[src/rtl/if_id_stage_pkg.sv]
// Shared MIPS decode constants for the IF/ID stage: opcodes, field positions
// and the immediate-extension select encoding.
package if_id_stage_pkg;

  localparam logic [5:0] OP_RTYPE = 6'h00;
  localparam logic [5:0] OP_BEQ   = 6'h04;
  localparam logic [5:0] OP_BNE   = 6'h05;
  localparam logic [5:0] OP_ADDI  = 6'h08;
  localparam logic [5:0] OP_ANDI  = 6'h0C;
  localparam logic [5:0] OP_ORI   = 6'h0D;
  localparam logic [5:0] OP_XORI  = 6'h0E;
  localparam logic [5:0] OP_LUI   = 6'h0F;
  localparam logic [5:0] OP_LW    = 6'h23;
  localparam logic [5:0] OP_SW    = 6'h2B;

  localparam int OPCODE_MSB = 31;
  localparam int OPCODE_LSB = 26;
  localparam int RS_MSB     = 25;
  localparam int RS_LSB     = 21;
  localparam int RT_MSB     = 20;
  localparam int RT_LSB     = 16;
  localparam int RD_MSB     = 15;
  localparam int RD_LSB     = 11;
  localparam int SHAMT_MSB  = 10;
  localparam int SHAMT_LSB  = 6;
  localparam int FUNCT_MSB  = 5;
  localparam int FUNCT_LSB  = 0;
  localparam int IMM_MSB    = 15;
  localparam int IMM_LSB    = 0;
  localparam int JIDX_MSB   = 25;
  localparam int JIDX_LSB   = 0;

  localparam logic EXT_SIGN = 1'b1;
  localparam logic EXT_ZERO = 1'b0;

  // The logical-immediate group (andi/ori/xori/lui) shares opcode[5:2]; only it zero-extends.
  function automatic logic ext_op(input logic [5:0] opcode);
    return (opcode[5:2] == OP_ANDI[5:2]) ? EXT_ZERO : EXT_SIGN;
  endfunction

endpackage

[src/rtl/if_id_stage_if.sv]
// Fetch/decode-facing bus of the IF/ID stage. The stage uses the slave modport.
// IF_ID_STALL_CNT_EN adds the stall_cnt observation signal.
interface if_id_stage_if;

  logic        flush;
  logic        in_valid;
  logic        in_ready;
  logic [31:0] in_pc;
  logic [31:0] in_instr;
  logic        out_valid;
  logic        out_ready;
  logic [31:0] out_pc;
  logic [31:0] out_pc_plus4;
  logic [5:0]  out_opcode;
  logic [4:0]  out_rs;
  logic [4:0]  out_rt;
  logic [4:0]  out_rd;
  logic [4:0]  out_shamt;
  logic [5:0]  out_funct;
  logic [15:0] out_imm16;
  logic        out_extop;
  logic [25:0] out_jidx;
`ifdef IF_ID_STALL_CNT_EN
  logic [31:0] stall_cnt;
`endif

  modport master (
`ifdef IF_ID_STALL_CNT_EN
    input  stall_cnt,
`endif
    output flush, in_valid, in_pc, in_instr, out_ready,
    input  in_ready, out_valid, out_pc, out_pc_plus4, out_opcode, out_rs, out_rt,
           out_rd, out_shamt, out_funct, out_imm16, out_extop, out_jidx
  );

  modport slave (
`ifdef IF_ID_STALL_CNT_EN
    output stall_cnt,
`endif
    input  flush, in_valid, in_pc, in_instr, out_ready,
    output in_ready, out_valid, out_pc, out_pc_plus4, out_opcode, out_rs, out_rt,
           out_rd, out_shamt, out_funct, out_imm16, out_extop, out_jidx
  );

endinterface

[src/rtl/if_id_stage_id_field_decode.sv]
// Combinational MIPS field splitter plus immediate-extension select.
// Reusable by any stage that holds a raw instruction word.
module id_field_decode
  import if_id_stage_pkg::*;
(
  input  logic [31:0] instr_i,
  output logic [5:0]  opcode_o,
  output logic [4:0]  rs_o,
  output logic [4:0]  rt_o,
  output logic [4:0]  rd_o,
  output logic [4:0]  shamt_o,
  output logic [5:0]  funct_o,
  output logic [15:0] imm16_o,
  output logic        extop_o,
  output logic [25:0] jidx_o
);

  assign opcode_o = instr_i[OPCODE_MSB:OPCODE_LSB];
  assign rs_o     = instr_i[RS_MSB:RS_LSB];
  assign rt_o     = instr_i[RT_MSB:RT_LSB];
  assign rd_o     = instr_i[RD_MSB:RD_LSB];
  assign shamt_o  = instr_i[SHAMT_MSB:SHAMT_LSB];
  assign funct_o  = instr_i[FUNCT_MSB:FUNCT_LSB];
  assign imm16_o  = instr_i[IMM_MSB:IMM_LSB];
  assign jidx_o   = instr_i[JIDX_MSB:JIDX_LSB];
  assign extop_o  = ext_op(instr_i[OPCODE_MSB:OPCODE_LSB]);

endmodule

[src/rtl/if_id_stage.sv]
// IF/ID pipeline register with valid/ready handshake, stall and flush.
// Optional IF_ID_STALL_CNT_EN adds a free-running stall cycle counter.
module if_id_stage
  import if_id_stage_pkg::*;
#(
  parameter logic [31:0] RESET_PC  = 32'hBFC0_0000,
  parameter logic [31:0] NOP_INSTR = 32'h0000_0000
) (
  input logic          clk,
  input logic          rst,
  if_id_stage_if.slave bus
);

  logic        valid_q, valid_d;
  logic [31:0] pc_q, pc_d;
  logic [31:0] pc_plus4_q, pc_plus4_d;
  logic [31:0] instr_q, instr_d;
  logic        load;

  assign bus.in_ready = !valid_q || bus.out_ready;
  assign load         = bus.in_valid && bus.in_ready;

  // Flush wins over a simultaneous load; PCs survive a flush on purpose.
  always_comb begin
    valid_d    = valid_q;
    pc_d       = pc_q;
    pc_plus4_d = pc_plus4_q;
    instr_d    = instr_q;
    if (bus.flush) begin
      valid_d = 1'b0;
      instr_d = NOP_INSTR;
    end else if (load) begin
      valid_d    = 1'b1;
      pc_d       = bus.in_pc;
      pc_plus4_d = bus.in_pc + 32'd4;
      instr_d    = bus.in_instr;
    end else if (valid_q && bus.out_ready) begin
      valid_d = 1'b0;
    end
  end

  always_ff @(posedge clk or posedge rst) begin
    if (rst) begin
      valid_q    <= 1'b0;
      pc_q       <= RESET_PC;
      pc_plus4_q <= RESET_PC + 32'd4;
      instr_q    <= NOP_INSTR;
    end else begin
      valid_q    <= valid_d;
      pc_q       <= pc_d;
      pc_plus4_q <= pc_plus4_d;
      instr_q    <= instr_d;
    end
  end

  assign bus.out_valid    = valid_q;
  assign bus.out_pc       = pc_q;
  assign bus.out_pc_plus4 = pc_plus4_q;

  id_field_decode u_field_decode (
    .instr_i  (instr_q),
    .opcode_o (bus.out_opcode),
    .rs_o     (bus.out_rs),
    .rt_o     (bus.out_rt),
    .rd_o     (bus.out_rd),
    .shamt_o  (bus.out_shamt),
    .funct_o  (bus.out_funct),
    .imm16_o  (bus.out_imm16),
    .extop_o  (bus.out_extop),
    .jidx_o   (bus.out_jidx)
  );

`ifdef IF_ID_STALL_CNT_EN
  logic [31:0] stall_cnt_q, stall_cnt_d;

  always_comb begin
    stall_cnt_d = stall_cnt_q;
    if (valid_q && !bus.out_ready) begin
      stall_cnt_d = stall_cnt_q + 32'd1;
    end
  end

  always_ff @(posedge clk or posedge rst) begin
    if (rst) begin
      stall_cnt_q <= 32'd0;
    end else begin
      stall_cnt_q <= stall_cnt_d;
    end
  end

  assign bus.stall_cnt = stall_cnt_q;
`endif

endmodule

[src/flat_wrapper.sv]
// flat-port wrapper written by rule: the top's interface ports become plain ports
module if_id_stage_flat import if_id_stage_pkg::*;
#(
  parameter logic [31:0] RESET_PC  = 32'hBFC0_0000,
  parameter logic [31:0] NOP_INSTR = 32'h0000_0000
)
  (clk, rst, bus_flush, bus_in_valid, bus_in_pc, bus_in_instr, bus_out_ready, bus_in_ready, bus_out_valid, bus_out_pc, bus_out_pc_plus4, bus_out_opcode, bus_out_rs, bus_out_rt, bus_out_rd, bus_out_shamt, bus_out_funct, bus_out_imm16, bus_out_extop, bus_out_jidx);
  if_id_stage_if bus_i ();
  input logic clk;
  input logic rst;
  input wire logic [$bits(bus_i.flush)-1:0] bus_flush;
  input wire logic [$bits(bus_i.in_valid)-1:0] bus_in_valid;
  input wire logic [$bits(bus_i.in_pc)-1:0] bus_in_pc;
  input wire logic [$bits(bus_i.in_instr)-1:0] bus_in_instr;
  input wire logic [$bits(bus_i.out_ready)-1:0] bus_out_ready;
  output wire logic [$bits(bus_i.in_ready)-1:0] bus_in_ready;
  output wire logic [$bits(bus_i.out_valid)-1:0] bus_out_valid;
  output wire logic [$bits(bus_i.out_pc)-1:0] bus_out_pc;
  output wire logic [$bits(bus_i.out_pc_plus4)-1:0] bus_out_pc_plus4;
  output wire logic [$bits(bus_i.out_opcode)-1:0] bus_out_opcode;
  output wire logic [$bits(bus_i.out_rs)-1:0] bus_out_rs;
  output wire logic [$bits(bus_i.out_rt)-1:0] bus_out_rt;
  output wire logic [$bits(bus_i.out_rd)-1:0] bus_out_rd;
  output wire logic [$bits(bus_i.out_shamt)-1:0] bus_out_shamt;
  output wire logic [$bits(bus_i.out_funct)-1:0] bus_out_funct;
  output wire logic [$bits(bus_i.out_imm16)-1:0] bus_out_imm16;
  output wire logic [$bits(bus_i.out_extop)-1:0] bus_out_extop;
  output wire logic [$bits(bus_i.out_jidx)-1:0] bus_out_jidx;
  assign bus_i.flush = bus_flush;
  assign bus_i.in_valid = bus_in_valid;
  assign bus_i.in_pc = bus_in_pc;
  assign bus_i.in_instr = bus_in_instr;
  assign bus_i.out_ready = bus_out_ready;
  assign bus_in_ready = bus_i.in_ready;
  assign bus_out_valid = bus_i.out_valid;
  assign bus_out_pc = bus_i.out_pc;
  assign bus_out_pc_plus4 = bus_i.out_pc_plus4;
  assign bus_out_opcode = bus_i.out_opcode;
  assign bus_out_rs = bus_i.out_rs;
  assign bus_out_rt = bus_i.out_rt;
  assign bus_out_rd = bus_i.out_rd;
  assign bus_out_shamt = bus_i.out_shamt;
  assign bus_out_funct = bus_i.out_funct;
  assign bus_out_imm16 = bus_i.out_imm16;
  assign bus_out_extop = bus_i.out_extop;
  assign bus_out_jidx = bus_i.out_jidx;
  if_id_stage #(.RESET_PC(RESET_PC), .NOP_INSTR(NOP_INSTR)) u_core (.clk(clk), .rst(rst), .bus(bus_i));
endmodule
[config.mk]
export PLATFORM = sky130hd
export DESIGN_NAME = if_id_stage_flat
export DESIGN_NICKNAME = d
export VERILOG_FILES = /design/src/rtl/if_id_stage_pkg.sv /design/src/rtl/if_id_stage_if.sv /design/src/rtl/if_id_stage_id_field_decode.sv /design/src/rtl/if_id_stage.sv /design/src/flat_wrapper.sv
export SDC_FILE = /design/constraint.sdc
export NUM_CORES = 1
export LEC_CHECK = 0
export ABC_AREA = 1
export BUFFER_PORTS_ARGS = -buffer_cell sky130_fd_sc_hd__buf_2
export CELL_PAD_IN_SITES_DETAIL_PLACEMENT = 1
export CELL_PAD_IN_SITES_GLOBAL_PLACEMENT = 2
export CORE_UTILIZATION = 26
export DETAILED_ROUTE_END_ITERATION = 10
export PLACE_DENSITY_LB_ADDON = 0.1
export REMOVE_ABC_BUFFERS = 1
export SLEW_MARGIN = 20
export SYNTH_ARGS = -nofsm -noshare
export SYNTH_HDL_FRONTEND = slang
export SYNTH_SLANG_ARGS = --single-unit
[constraint.sdc]
create_clock -name clk -period 3.05 [get_ports clk]
set_input_delay 0 -clock clk [delete_from_list [all_inputs] [get_ports clk]]
set_output_delay 0 -clock clk [all_outputs]
set_load 0.05 [all_outputs]
# Word level (Yosys, flattened, before mapping)
# Cells that the tools add are included.
dict set report op_classes {
  mux 6
  n_addsub 1
  eq_ne 1
  reduce_logical 7
  bitwise 1
}
# operator count
set op_table {}
lappend op_table {{two-way mux 32 bit} 2}
lappend op_table {{adder 32 x 3 -> 32 bit, second input constant} 1}
lappend op_table {{equality test 4 x 2 -> 1 bit, second input constant} 1}
lappend op_table {{two-way mux 1 bit} 4}
lappend op_table {{nonzero test 3 bit} 1}
lappend op_table {{logical AND 1 bit} 2}
lappend op_table {{AND reduction 2 bit} 1}
lappend op_table {{nonzero test 2 bit} 1}
lappend op_table {{zero test 1 bit} 1}
lappend op_table {{logical OR 1 bit} 1}
lappend op_table {{inverter 1 bit} 1}
dict set report totals {
  register_bits 97
  input_bits 69
  out_inout_bits 141
  elab_cells 20
}

# Depth between registers and ports, before layout
dict set report logic_depth {
  depth_word 5
  mapped_depth 9
  mapped_depth_nobuf 8
}

# Cells and area by module
# A second synthesis with hierarchy kept.
dict set report hier_totals {
  cells_unflattened 656
  hier_area_um2 5079.9
}
# mod area_per_inst_um2 cells_per_inst instances
set by_module_without_submodules {}
lappend by_module_without_submodules {if_id_stage 4509.3 578 1}
lappend by_module_without_submodules {id_field_decode 570.5 78 1}

# Least setup slack after synthesis
# OpenSTA, ideal clock, no wires.
dict set report synth_path {
  kind {reg2reg}
  from {register u_core.valid_q, in the netlist u_core.bus.out_valid}
  to {register u_core.pc_q[10], in the netlist u_core.bus.out_pc[10]}
  arrival_ns 1.612
  setup_ns 0.130
  path_slack_ns 1.308
  period_less_slack_ns 1.742
  stages_incl_launch_ff 6
  path_buffers 2
  path_cell_list {dfrtp_1 > nand2_2 > nand3_2 > buf_2 > clkbuf_1 > o21ai_0}
}
dict set report synth_between {
  elab_chain_cells 4
}
# element line_no
set synth_rtl {}
lappend synth_rtl {{start: declaration} if_id_stage.sv:14} ;# logic valid_q, valid_d;
lappend synth_rtl {{start signal: assignment} if_id_stage.sv:49} ;# valid_q <= valid_d;
lappend synth_rtl {{zero test 1 bit} if_id_stage.sv:20} ;# assign bus.in_ready = !valid_q || bus.out_ready;
lappend synth_rtl {{logical OR 1 bit} if_id_stage.sv:20}
lappend synth_rtl {{net bus_in_ready} flat_wrapper.sv:16} ;# output wire logic [$bits(bus_i.in_ready)-1:0] bus_in_ready;
lappend synth_rtl {{logical AND 1 bit} if_id_stage.sv:21} ;# assign load = bus.in_valid && bus.in_ready;
lappend synth_rtl {{AND reduction 2 bit (no line)} n/a}
lappend synth_rtl {{end signal: assignment} if_id_stage.sv:50} ;# pc_q <= pc_d;
lappend synth_rtl {{end: declaration} if_id_stage.sv:15} ;# logic [31:0] pc_q, pc_d;
# The timed path passes the listed nets, and every way through them passes these cells.
# A chain may end at the register's enable or synchronous reset.

# Final worst setup path
dict set report layout_path {
  from {input port bus_flush}
  to {register u_core.pc_plus4_q[26], in the netlist u_core.bus.out_pc_plus4[26]}
}
dict set report layout_between {
  elab_chain_cells 2
}
# element line_no
set layout_rtl {}
lappend layout_rtl {{start: declaration} flat_wrapper.sv:11} ;# input wire logic [$bits(bus_i.flush)-1:0] bus_flush;
lappend layout_rtl {{inverter 1 bit (no line)} n/a}
lappend layout_rtl {{AND reduction 2 bit (no line)} n/a}
lappend layout_rtl {{end signal: assignment} if_id_stage.sv:46} ;# pc_plus4_q <= RESET_PC + 32'd4;
lappend layout_rtl {{end signal: assignment} if_id_stage.sv:51} ;# pc_plus4_q <= pc_plus4_d;
lappend layout_rtl {{end: declaration} if_id_stage.sv:16} ;# logic [31:0] pc_plus4_q, pc_plus4_d;
# Every way passes these cells.

==> summary.txt <==
Via Count = 4771
Most frequent cells in the layout = 237 x nand2_1, 209 x buf_2, 76 x dfrtp_1
Peak VDD IR = 0.2520 mV
Pwr Total = 4.067 mW
Clock-pin slew on the worst setup and hold paths = 0.07 ns
Synth Area per Inst = 7.776 µm²
PwrDens = 604.1 mW/mm²
DRC viols = 14
Post-CTS setup buffers = 0
Setup Skew = 0.003357 ns
Final RePlAce weighted congestion = 0.7709
Worst-Margin Slew = 1.015 ns
Setup crit start = bus_flush
P_leak = 3.669 nW
Min-Delay Path Class = primary input to flip-flop
Largest net degree at the start of global routing = 104
Dpl hpwl = 11830 µm
Top cell type's share of synthesized area = 39.45%
RSZ-0062 raised after global routing = false
Tcrit/Tclk final = 66.70%
CP Cell Sequence = dlygate4sd3_1 > buf_2 > inv_2 > nand3_4 > inv_2 > buf_12 > nand2_1 > nand2_1 > nand2_1 > o21ai_1
Outcome = finished, violations left
Clock latency on the worst-skew pair = 0.34 ns
Slowest stage delay, CP = 0.53 ns
CTS root buf = clkbuf_16
Post-synth ARST share = 100.0%
Most common cell after layout, fill and taps aside = nand2_1
Final count of hold timing violations = 0
Primary FF master, synth = dfrtp_1
Critical Path Fanout Max = 37
Min Clock Period, post-route = 2.034 ns
Final setup fails = 0
Critical path buffers and inverters = 5
Place WS = 1.184 ns
Most area-consuming cells after synthesis = dfrtp_1 39%, nand2_1 19%, dfstp_2 10%, buf_4 7.0%, nand3_1 6.7%
# IOs = 210
Worst Path Required = 3.33 ns
Post-route worst setup slack = 1.016 ns
Nets = 911
TritonCTS clock tree = done
Slew Viols, Final = 0
TritonRoute pass-1 iters = 7
Die Width = 138.2 µm
Failing checks = design-rule violations
Distinct cells, synth = 25
Longest Clk Path Bufs = 2
Critical path's top delay family = buffers and inverters
Initial DRC count = 187
Height of the die = 138.2 µm
Sequential area share after synthesis = 49.81%
Vias/cell = 4.438
R2R Setup Slk = 1.21 ns
First-pass GRT wire length = 26820 µm
Initial antenna violation count = 0
Synth warn = 0
Routed Antenna Nets = 0
Crit. End Element = flip-flop
PortBufs = 209
Slowest stage cell, crit path = dlygate4sd3_1
GRT overflow = 0
Die area = 0.01909 mm²
Layout cells sized above 1 = 31.44%
Starting Density = 26.66%
Total CTS buffers = 9
Worst EP arrival = 2.32 ns
Row Count = 49
Hold Startpoint = bus_in_pc[9]
Critical path class = primary input to flip-flop
Tot GR Track Use = 17.89%
RR Startpoint = u_core.bus.out_valid
CTS sink count = 95
Max Cap Violations = 0
Final WL = 16370 µm
Drt wl/cell = 15.23 µm
Most frequent CP cell = nand2_1
Synth-to-layout area growth = 39.66%
Max Fclk = 0.4916 GHz
Synth Register Bits = 95
Number of global-route vias before repair = 4951
Mapped Area = 0.004821 mm²
Startpoint class of the critical path = primary input
Post-synth EDFFs = 0
Rel. slew slack = 32.32%
Clock H-tree levels = 3
Instance count of the mapped netlist = 620
Core footprint = 0.01809 mm²
Post-synth top area cell = dfrtp_1
ANT cells = 0
## cells by family after synthesis
logic type / count (synthesis) / share of synthesized area (%)
flip-flops: 95 / 49.81
AND/OR/NAND/NOR: 381 / 33.58
XOR/XNOR: 3 / 0.5451
AO/OA/AOI/OAI: 37 / 3.893
adder cells (fa/ha/maj): 1 / 0.2595
buffers and inverters: 103 / 11.91
## worst min-delay path, cell delays in order
cell and delay [ns]:
buf_2 0.12, inv_1 0.10, o21ai_0 0.09
## stage by stage
step                cell area, µm²  TNS [ns]  hold slack, ns  cells  utilization [%]
CTS                           6730         0        0.005671   1075            37.21
floorplan                     4378    -14.59         0.05736    552                -
global route                  6733         0         0.01771   1075            37.23
detailed placement            5763         0          0.1838    994            31.86
finish                        6733         0        0.007588   1075            37.23
global placement              5763         0          0.1781    994            31.86
## path summary, 6_finish.rpt
path                       cells after the start                     endpoint
max                                           10  u_core.bus.out_pc_plus4[26]
min                                            3         u_core.bus.out_pc[9]
max reg2reg                                    6  u_core.bus.out_pc_plus4[14]
min reg2reg                                    2        u_core.bus.out_pc[23]
max in group asynchronous                      4  u_core.bus.out_pc_plus4[24]
min in group asynchronous                      3         u_core.bus.out_pc[1]
## cells in the mapped netlist, types with 6 or more instances
master,number
o21ai_0,29
clkbuf_1,8
buf_4,45
nor2_1,50
dfrtp_1,76
nand4_1,6
dfstp_2,19
nand3_1,65
nand2_1,238
nor2_2,6
inv_1,33
buf_2,15
## flip-flops by register name, summed over array words and instances (netlist names)
name and count:
u_core.bus.out_pc 32, u_core.instr_q 32, u_core.bus.out_pc_plus4 30, u_core.bus.out_valid 1
## layer usage
layer	GRT usage [%]	vias to the layer above	routed length (µm)
met1	22.22	2267	7295
met2	30.64	148	7996
met5	0	-	0
met4	6.091	0	197
li1	-	2343	-
met3	4.018	13	878
## repair_timing
action                                 in CTS  in global routing
hold buffers                               65                  0
gates resized for setup                     0                  0
endpoints found under the hold margin     132                  0
## layout make-up
cell class / count / area [µm²]
clock buffer: 12 / 246.5
fill: 2234 / 11350
tap: 229 / 286.5
timing repair buffer: 278 / 1739
sequential: 95 / 2401
inverter: 35 / 133.9
multi-input combinational: 422 / 1856
clock inverter: 4 / 70.07
## report_power, final
group          total (mW)  switching (mW)  internal (mW)
clock                1.24           0.497          0.740
sequential           1.53          0.0936           1.43
combinational        1.30           0.996          0.307
total                4.07            1.59           2.48
No activity file was read; power rests on OpenSTA's default activity.
